===== src/rtl/divisor_pkg.sv =====
// Shared defaults and derived widths for the programmable clock divider.
package divisor_pkg;

  localparam int LARGURA_PADRAO   = 30;
  localparam int DIV_RESET_PADRAO = 0;

  // A single channel still needs a 1-bit index port.
  function automatic int calc_canal_w(input int n_canais);
    return (n_canais > 1) ? $clog2(n_canais) : 1;
  endfunction

endpackage


===== src/rtl/canal_divisor.sv =====
// One divider channel: counter, active/shadow divisor, tick pulse and square wave.
// Outputs registered, one cycle after the deciding edge; no backpressure (free-running).
module canal_divisor
  import divisor_pkg::*;
#(
  parameter int                 LARGURA   = LARGURA_PADRAO,
  parameter logic [LARGURA-1:0] DIV_RESET = LARGURA'(DIV_RESET_PADRAO)
) (
  input  logic               clk,
  input  logic               rst_n,
  input  logic               habilita_i,
  input  logic               wr_i,
  input  logic [LARGURA-1:0] wr_valor_i,
  output logic               tick_o,
  output logic               onda_o
);

  logic [LARGURA-1:0] contador_q, contador_d;
  logic [LARGURA-1:0] d_ativo_q, d_ativo_d;
  logic [LARGURA-1:0] d_sombra_q, d_sombra_d;
  logic               tick_q, tick_d;
  logic               onda_q, onda_d;

  always_comb begin
    contador_d = contador_q;
    d_ativo_d  = d_ativo_q;
    d_sombra_d = wr_i ? wr_valor_i : d_sombra_q;
    tick_d     = 1'b0;
    onda_d     = onda_q;

    if (d_ativo_q == '0) begin
      contador_d = '0;
      onda_d     = 1'b0;
      if (wr_i) begin
        d_ativo_d = wr_valor_i;
      end
    end else if (habilita_i) begin
      if (contador_q == d_ativo_q - LARGURA'(1)) begin
        contador_d = '0;
        tick_d     = 1'b1;
        onda_d     = ~onda_q;
        // A write landing on the wrap edge takes effect immediately.
        d_ativo_d  = wr_i ? wr_valor_i : d_sombra_q;
      end else begin
        contador_d = contador_q + LARGURA'(1);
      end
    end
  end

  always_ff @(posedge clk or negedge rst_n) begin
    if (!rst_n) begin
      contador_q <= '0;
      d_ativo_q  <= DIV_RESET;
      d_sombra_q <= DIV_RESET;
      tick_q     <= 1'b0;
      onda_q     <= 1'b0;
    end else begin
      contador_q <= contador_d;
      d_ativo_q  <= d_ativo_d;
      d_sombra_q <= d_sombra_d;
      tick_q     <= tick_d;
      onda_q     <= onda_d;
    end
  end

  assign tick_o = tick_q;
  assign onda_o = onda_q;

endmodule


===== src/rtl/divisor_programavel.sv =====
// Multi-channel programmable divider: write decode, ack/error pulses, N independent channels.
// wr_ack/wr_erro one cycle after wr_en; writes always accepted or rejected, never stalled.
module divisor_programavel
  import divisor_pkg::*;
#(
  parameter int                 N_CANAIS  = 2,
  parameter int                 LARGURA   = LARGURA_PADRAO,
  parameter logic [LARGURA-1:0] DIV_RESET = LARGURA'(DIV_RESET_PADRAO),
  localparam int                CANAL_W   = calc_canal_w(N_CANAIS)
) (
  input  logic                clk,
  input  logic                rst_n,
  input  logic [N_CANAIS-1:0] habilita,
  input  logic                wr_en,
  input  logic [CANAL_W-1:0]  wr_canal,
  input  logic [LARGURA-1:0]  wr_valor,
  output logic                wr_ack,
  output logic                wr_erro,
  output logic [N_CANAIS-1:0] tick,
  output logic [N_CANAIS-1:0] onda
);

  logic wr_valido;
  logic wr_ack_q, wr_ack_d;
  logic wr_erro_q, wr_erro_d;

  // Indices beyond N_CANAIS are representable when N_CANAIS is not a power of two.
  assign wr_valido = wr_en && (int'(wr_canal) < N_CANAIS);
  assign wr_ack_d  = wr_valido;
  assign wr_erro_d = wr_en && !wr_valido;

  always_ff @(posedge clk or negedge rst_n) begin
    if (!rst_n) begin
      wr_ack_q  <= 1'b0;
      wr_erro_q <= 1'b0;
    end else begin
      wr_ack_q  <= wr_ack_d;
      wr_erro_q <= wr_erro_d;
    end
  end

  assign wr_ack  = wr_ack_q;
  assign wr_erro = wr_erro_q;

  for (genvar i = 0; i < N_CANAIS; i++) begin : g_canal
    canal_divisor #(
      .LARGURA   (LARGURA),
      .DIV_RESET (DIV_RESET)
    ) u_canal (
      .clk        (clk),
      .rst_n      (rst_n),
      .habilita_i (habilita[i]),
      .wr_i       (wr_valido && (wr_canal == CANAL_W'(i))),
      .wr_valor_i (wr_valor),
      .tick_o     (tick[i]),
      .onda_o     (onda[i])
    );
  end

endmodule


===== config.mk =====
export PLATFORM = sky130hd
export DESIGN_NAME = divisor_programavel
export DESIGN_NICKNAME = d
export VERILOG_FILES = /design/src/rtl/divisor_pkg.sv /design/src/rtl/canal_divisor.sv /design/src/rtl/divisor_programavel.sv
export SDC_FILE = /design/constraint.sdc
export NUM_CORES = 1
export LEC_CHECK = 0
export CORE_MARGIN = 1
export CORE_UTILIZATION = 25
export DETAILED_ROUTE_END_ITERATION = 7
export PLACE_DENSITY = 0.48
export SETUP_SLACK_MARGIN = 0.4
export SLEW_MARGIN = 20
export SYNTH_ARGS = -nofsm -noshare
export SYNTH_HDL_FRONTEND = slang
export SYNTH_HIERARCHICAL = 1
export SYNTH_SLANG_ARGS = --single-unit
export TNS_END_PERCENT = 30

===== constraint.sdc =====
create_clock -name clk -period 10.2 [get_ports clk]
set_input_delay 2.04 -clock clk [delete_from_list [all_inputs] [get_ports clk]]
set_output_delay 2.04 -clock clk [all_outputs]
set_load 0.01 [all_outputs]

== Yosys cells after proc, flatten, opt, wreduce, memory -nomap -nowiden ==
Cells that the tools add are included.
Storage, ports and cells
  input bits: 36
  logic and storage cells: 62
  flip-flop bits (word level): 185
  output and inout port bits: 6
Operators by class
  $add $sub $neg: 4
  eq/ne operators: 4
  reduce and logical (&&, ||, !) cells: 12
  bitwise logic cells: 3
  multiplexer cells: 28
Operators by type and width (count)
  30-bit two-way mux: 16
  30-bit by 1-bit adder with 30-bit output, second input constant: 2
  30-bit equality test: 2
  30-bit logical NOT: 2
  30-bit by 1-bit subtractor with 30-bit output, second input constant: 2
  1-bit two-way mux: 12
  2-bit nonzero test: 4
  3-bit AND reduction: 2
  2-bit by 1-bit inequality test with 1-bit output, second input constant: 2
  2-bit AND reduction: 2
  1-bit inverter: 3
  1-bit logical AND: 2

== Longest topological paths before layout ==
  depth after elaboration: 6
  gate-level depth with buffers: 15
  depth with buffers taken out: 11

== Hierarchy ==
Netlist, hierarchy kept.
Modules (own cells, without submodules)
  canal_divisor (g_canal[1].u_canal): cells an instance 584, area each 5385.2 µm², instances 1
  canal_divisor (g_canal[0].u_canal): cells an instance 573, area each 5365.1 µm², instances 1
  divisor_programavel: cells an instance 5, area each 52.6 µm², instances 1

== Worst setup path after synthesis ==
No wires, ideal clock.
  path kind: register -> register
  start point: reg g_canal[1].u_canal.d_ativo_q[3]
  end point: reg g_canal[1].u_canal.d_ativo_q[12]
  path slack: 6254 ps
  library setup time: 125 ps
  clock period less this slack: 3946 ps
  arrival: 3821 ps
  stages on the path, launching flop included: 14
  path through: dfrtp_1 > buf_2 > or4_4 > or4_4 > buf_6 > or3_4 > a2111oi_2 > nand4_1 > or4_1 > or4b_1 > buf_2 > buf_6 > nor4_2 > nor3_1
On the way
  longest elaborated chain between the ends: 4
  elaborated cells between the ends (all ways): 8
  those cells by class: add/sub: 1; eq/ne: 2; mux: 1; reduce/logical: 4
RTL lines
  start: declaration: RTL line canal_divisor.sv:19  | logic [LARGURA-1:0] d_ativo_q, d_ativo_d;
  start signal: assignment: RTL line canal_divisor.sv:59  | d_ativo_q <= d_ativo_d;
  30-bit by 1-bit subtractor with 30-bit output: RTL line canal_divisor.sv:38  | if (contador_q == d_ativo_q - LARGURA'(1)) begin
  30-bit equality test: RTL line canal_divisor.sv:38
  2-bit nonzero test (no source line)
  3-bit AND reduction (no source line)
Several ways; a longest one is shown, not always the timed one.
A chain may end at the register's enable or synchronous reset.

== Final worst setup path ==
  start point: in wr_en
  end point: reg g_canal[1].u_canal.d_ativo_q[4]
On the way
  longest elaborated chain between the ends: 5
  elaborated cells between the ends (all ways): 7
  those cells by class: eq/ne: 1; mux: 4; reduce/logical: 2
RTL lines
  start: declaration: RTL line divisor_programavel.sv:14  | input logic wr_en,
  1-bit logical AND (*): RTL line divisor_programavel.sv:53  | .wr_i (wr_valido && (wr_canal == CANAL_W'(i))),
  30-bit two-way mux: RTL line canal_divisor.sv:43  | d_ativo_d = wr_i ? wr_valor_i : d_sombra_q;
  30-bit two-way mux: RTL line canal_divisor.sv:38
  30-bit two-way mux: RTL line canal_divisor.sv:37  | end else if (habilita_i) begin
  30-bit two-way mux: RTL line canal_divisor.sv:31  | if (d_ativo_q == '0) begin
Every way passes the cells marked *; elsewhere a longest branch is shown, timed or not. The select of a mux whose other input is x is not followed.

==> flow_metrics.tcl <==
set metrics [dict create \
    synthMuxAreaShare 0.06602 \
    rsz0062_at_grt "no" \
    path_max_fanout 34 \
    antennaDiodeCount 0 \
    dpl.hpwl_microns 21030 \
    max_freq_mhz 208.0 \
    maxCapViolations 0 \
    met1_length_microns 14320 \
    regToRegSetupSlack_ns 5.60 \
    portBuffers 40 \
    antenna_left 0 \
    first_pass_iters 5 \
    wl_met2_microns 13990 \
    grt_pass1_vias 8451 \
    synthTopCellsByCount "dfrtp_1 (185), nor2_1 (176), nor3_1 (88)" \
    stdcell_area_sq_um 12370 \
    clk_pin_slew_ns 0.07 \
    overflow 0 \
    grt_pass1_wl_microns 47910 \
    slowest_delay_ns 0.90 \
    cts_sinks 185 \
    post_drt_wl_per_cell_microns 16.79 \
    power.density_nw_per_um2 152.9 \
    yosys_warnings 6 \
    coreArea_sq_um 42320 \
    post-cts-setup-buffer-count 0 \
    intPower_mw 1.354 \
    status "finished, final reports clean" \
    synth_cell_types 76 \
    startpoint_type "primary input" \
    vias 8474 \
    synth-seq-area-share 0.4285 \
    cts_tree "yes" \
    worstSetupPathType "in -> reg" \
    dpl_cell_area_sq_um 11710 \
    drt_iter0_markers 472 \
    antenna_found_initial 0 \
    ir_drop_mv 0.09099 \
    power_switching_mw 0.5370 \
    yosysTopAreaCell "dfrtp_1" \
    grt_max_degree 114 \
    relSlewSlack 0.2790 \
    pwr-share-clk 0.388 \
    crit_chain "clkdlybuf4s50_1 -> and2_2 -> nand2_1 -> o31ai_4 -> buf_8 -> nor2_1 -> nor3_1" \
    worstHoldStart "g_canal[0].u_canal/d_sombra_q[16]" \
    crit_buf_inv 2 \
    cp_top_family "simple AND/OR/NAND/NOR gates" \
    skew_ns 0.01323 \
    timing.final.crit_share 0.4713 \
    clock_path_buffers 2 \
    synth-adder-area-share 0.004633 \
    preCtsSetupSlack_ns 4.878 \
    r2r_end "g_canal[1].u_canal/contador_q[12]" \
    htreeDepth 4 \
    avgSynthCellArea_sq_um 9.297 \
    synth_top_family_by_area "simple AND/OR/NAND/NOR gates" \
    worst-r2r-cell-count 8 \
    finalWeightedCongestion 0.8837 \
    hold_violations 0 \
    die_x_microns 209.9 \
    synth_simple_gate_area_share 0.2700 \
    setup_tns_ns 0 \
    hold_buffers 0 \
    cp_data_arrival_time_ns 5.16 \
    placementRows 75 \
    synth_fp_nets 1202 \
    cp-end-kind "register" \
    die-area_sq_um 44050 \
    fp.dieH_microns 209.9 \
    fin_nets 1207 \
    grt_usage 0.1397 \
    syn_inst 1162 \
    crit_slowest_cell "nand2_1" \
    finalCriticalPeriod_ns 4.807 \
    sw_frac_of_total 0.2840 \
    worstReg2RegStart "g_canal[1].u_canal/d_ativo_q[7]" \
    via_per_inst 4.823 \
    dominantRegCellSynth "dfrtp_1" \
    wl_microns 29500 \
    synth-seq-cells 185 \
    min_delay_path_depth 2 \
    initial_core_util 0.2553 \
    synth_xor_area_frac 0.09729 \
    seq_power_share 0.460 \
    synth_edf_count 0 \
    ctsResizeCount 0 \
    min_path_type "reg -> reg" \
    power_leakage_nw 4.968 \
    clk_latency_ns 0.45 \
    root_buffer "clkbuf_16" \
    synth-compound-area-share 0.08687 \
    ios 42 \
    power_frac_comb 0.151 \
    critPathRequiredTime_ns 10.56 \
    yosysMostFrequentCell "dfrtp_1" \
    cts_buffers 17 \
    drcViolationCount 0 \
    async_flop_share 1.000 \
    fillers 4447 \
    report.final.slew_viol_count 0 \
    top_layer "met4" \
    whs_endpoint "g_canal[0].u_canal/d_sombra_q[16]" \
    synth_area_leaders "dfrtp_1 (43%), nor2_1 (6.1%), xor2_1 (5.4%)" \
    syn_area_sq_um 10800 \
    drive_gt1_frac 0.1025 \
    route.met3.wl_microns 878 \
    areaGrowthSynthToFinish_pct 14.52 \
    synth_top_cell_area_share 0.4285 \
    worst_pin_slew_ns 1.079 \
    setup_viol 0 \
    setup_slack_ns 5.393 \
]
-- layer usage --
layer | vias up | GRT usage
met5 | - | 0
met4 | 0 | 0.03272
met3 | 22 | 0.02619
met2 | 118 | 0.2260
met1 | 4187 | 0.1919
li1 | 4147 | -
-- placed cells by master, fill, tap and decap left out, types with 17 or more instances in the layout --
| master | synthesis | final |
|---|---|---|
| clkbuf_16 | 0 | 17 |
| nor3_1 | 88 | 88 |
| dfrtp_1 | 185 | 185 |
| nand2_1 | 53 | 52 |
| nor4_1 | 35 | 34 |
| mux2_2 | 34 | 34 |
| xnor2_1 | 53 | 53 |
| mux2i_1 | 33 | 33 |
| a211oi_1 | 34 | 34 |
| xor2_1 | 67 | 67 |
| nor2_1 | 176 | 176 |
| nand3_1 | 45 | 45 |
| nand4_1 | 19 | 19 |
| o21ai_0 | 22 | 22 |
| clkdlybuf4s50_1 | 0 | 39 |
| inv_1 | 46 | 46 |
-- final cells by class --
cell class              instances  area (sq um)  share of cell area
multi-input cells             865          5700              0.4608
flip-flops and latches        185          4629              0.3742
well taps                     577         721.9             0.05835
repair buffers                 51         501.7             0.04055
clock buffers                  19         442.9             0.03580
clock inverters                13         198.9             0.01608
inverters                      47         176.4             0.01426
-- metrics by stage --
stage          instances  utilization  total power [mW]  hold WS [ns]
6_report            1757       0.2923             1.891        0.4803
2_1_floorplan       1162            -             1.072        0.4477
5_1_grt             1757       0.2923             1.990        0.5060
4_1_cts             1756       0.2919             1.919        0.4826
3_3_place_gp        1723       0.2764             1.167        0.4615
3_5_place_dp        1724       0.2767             1.173        0.4655
-- worst min-delay path, cell delays in order, from the launching register on --
cell and delay [ns]:
dfrtp_1 0.32, mux2i_1 0.07, inv_1 0.06
-- how the worst max path moves through the flow --
stage	to	depth (start not counted)	start	slack, ns
2_1_floorplan	g_canal[1].u_canal/d_ativo_q[12]	13	g_canal[1].u_canal/d_ativo_q[3]	6.25
3_3_place_gp	g_canal[1].u_canal/d_ativo_q[19]	6	wr_en	5.00
6_report	g_canal[1].u_canal/d_ativo_q[4]	7	wr_en	5.39
4_1_cts	g_canal[1].u_canal/d_ativo_q[19]	6	wr_en	5.33
5_1_grt	g_canal[1].u_canal/d_ativo_q[5]	7	wr_en	5.17
3_5_place_dp	g_canal[1].u_canal/d_ativo_q[19]	6	wr_en	4.88
-- sequential cells by signal (all words and copies together) (netlist names) --
| register | count |
|---|---|
| g_canal.u_canal/tick_o | 2 |
| g_canal.u_canal/d_ativo_q | 60 |
| g_canal.u_canal/d_sombra_q | 60 |
| g_canal.u_canal/contador_q | 60 |
| wr_ack | 1 |
| g_canal.u_canal/onda_o | 2 |
-- power by group through the flow --
| stage | registers, mW | clock network [mW] | logic [mW] |
|---|---|---|---|
| 6_report | 0.870 | 0.734 | 0.286 |
| 5_1_grt | 0.882 | 0.787 | 0.322 |
| 4_1_cts | 0.870 | 0.758 | 0.290 |
| 3_5_place_dp | 0.884 | 0 | 0.289 |
| 3_3_place_gp | 0.882 | 0 | 0.284 |
| 2_1_floorplan | 0.853 | 0 | 0.219 |
-- logic make-up after synthesis --
family          after synthesis
buf+inv                     112
fa+ha+maj                     4
compound gates              127
xor+xnor                    120
simple gates                546
mux                          67
other cells                   1
flops                       185
Note: power is estimated with default switching activity, not from simulation.
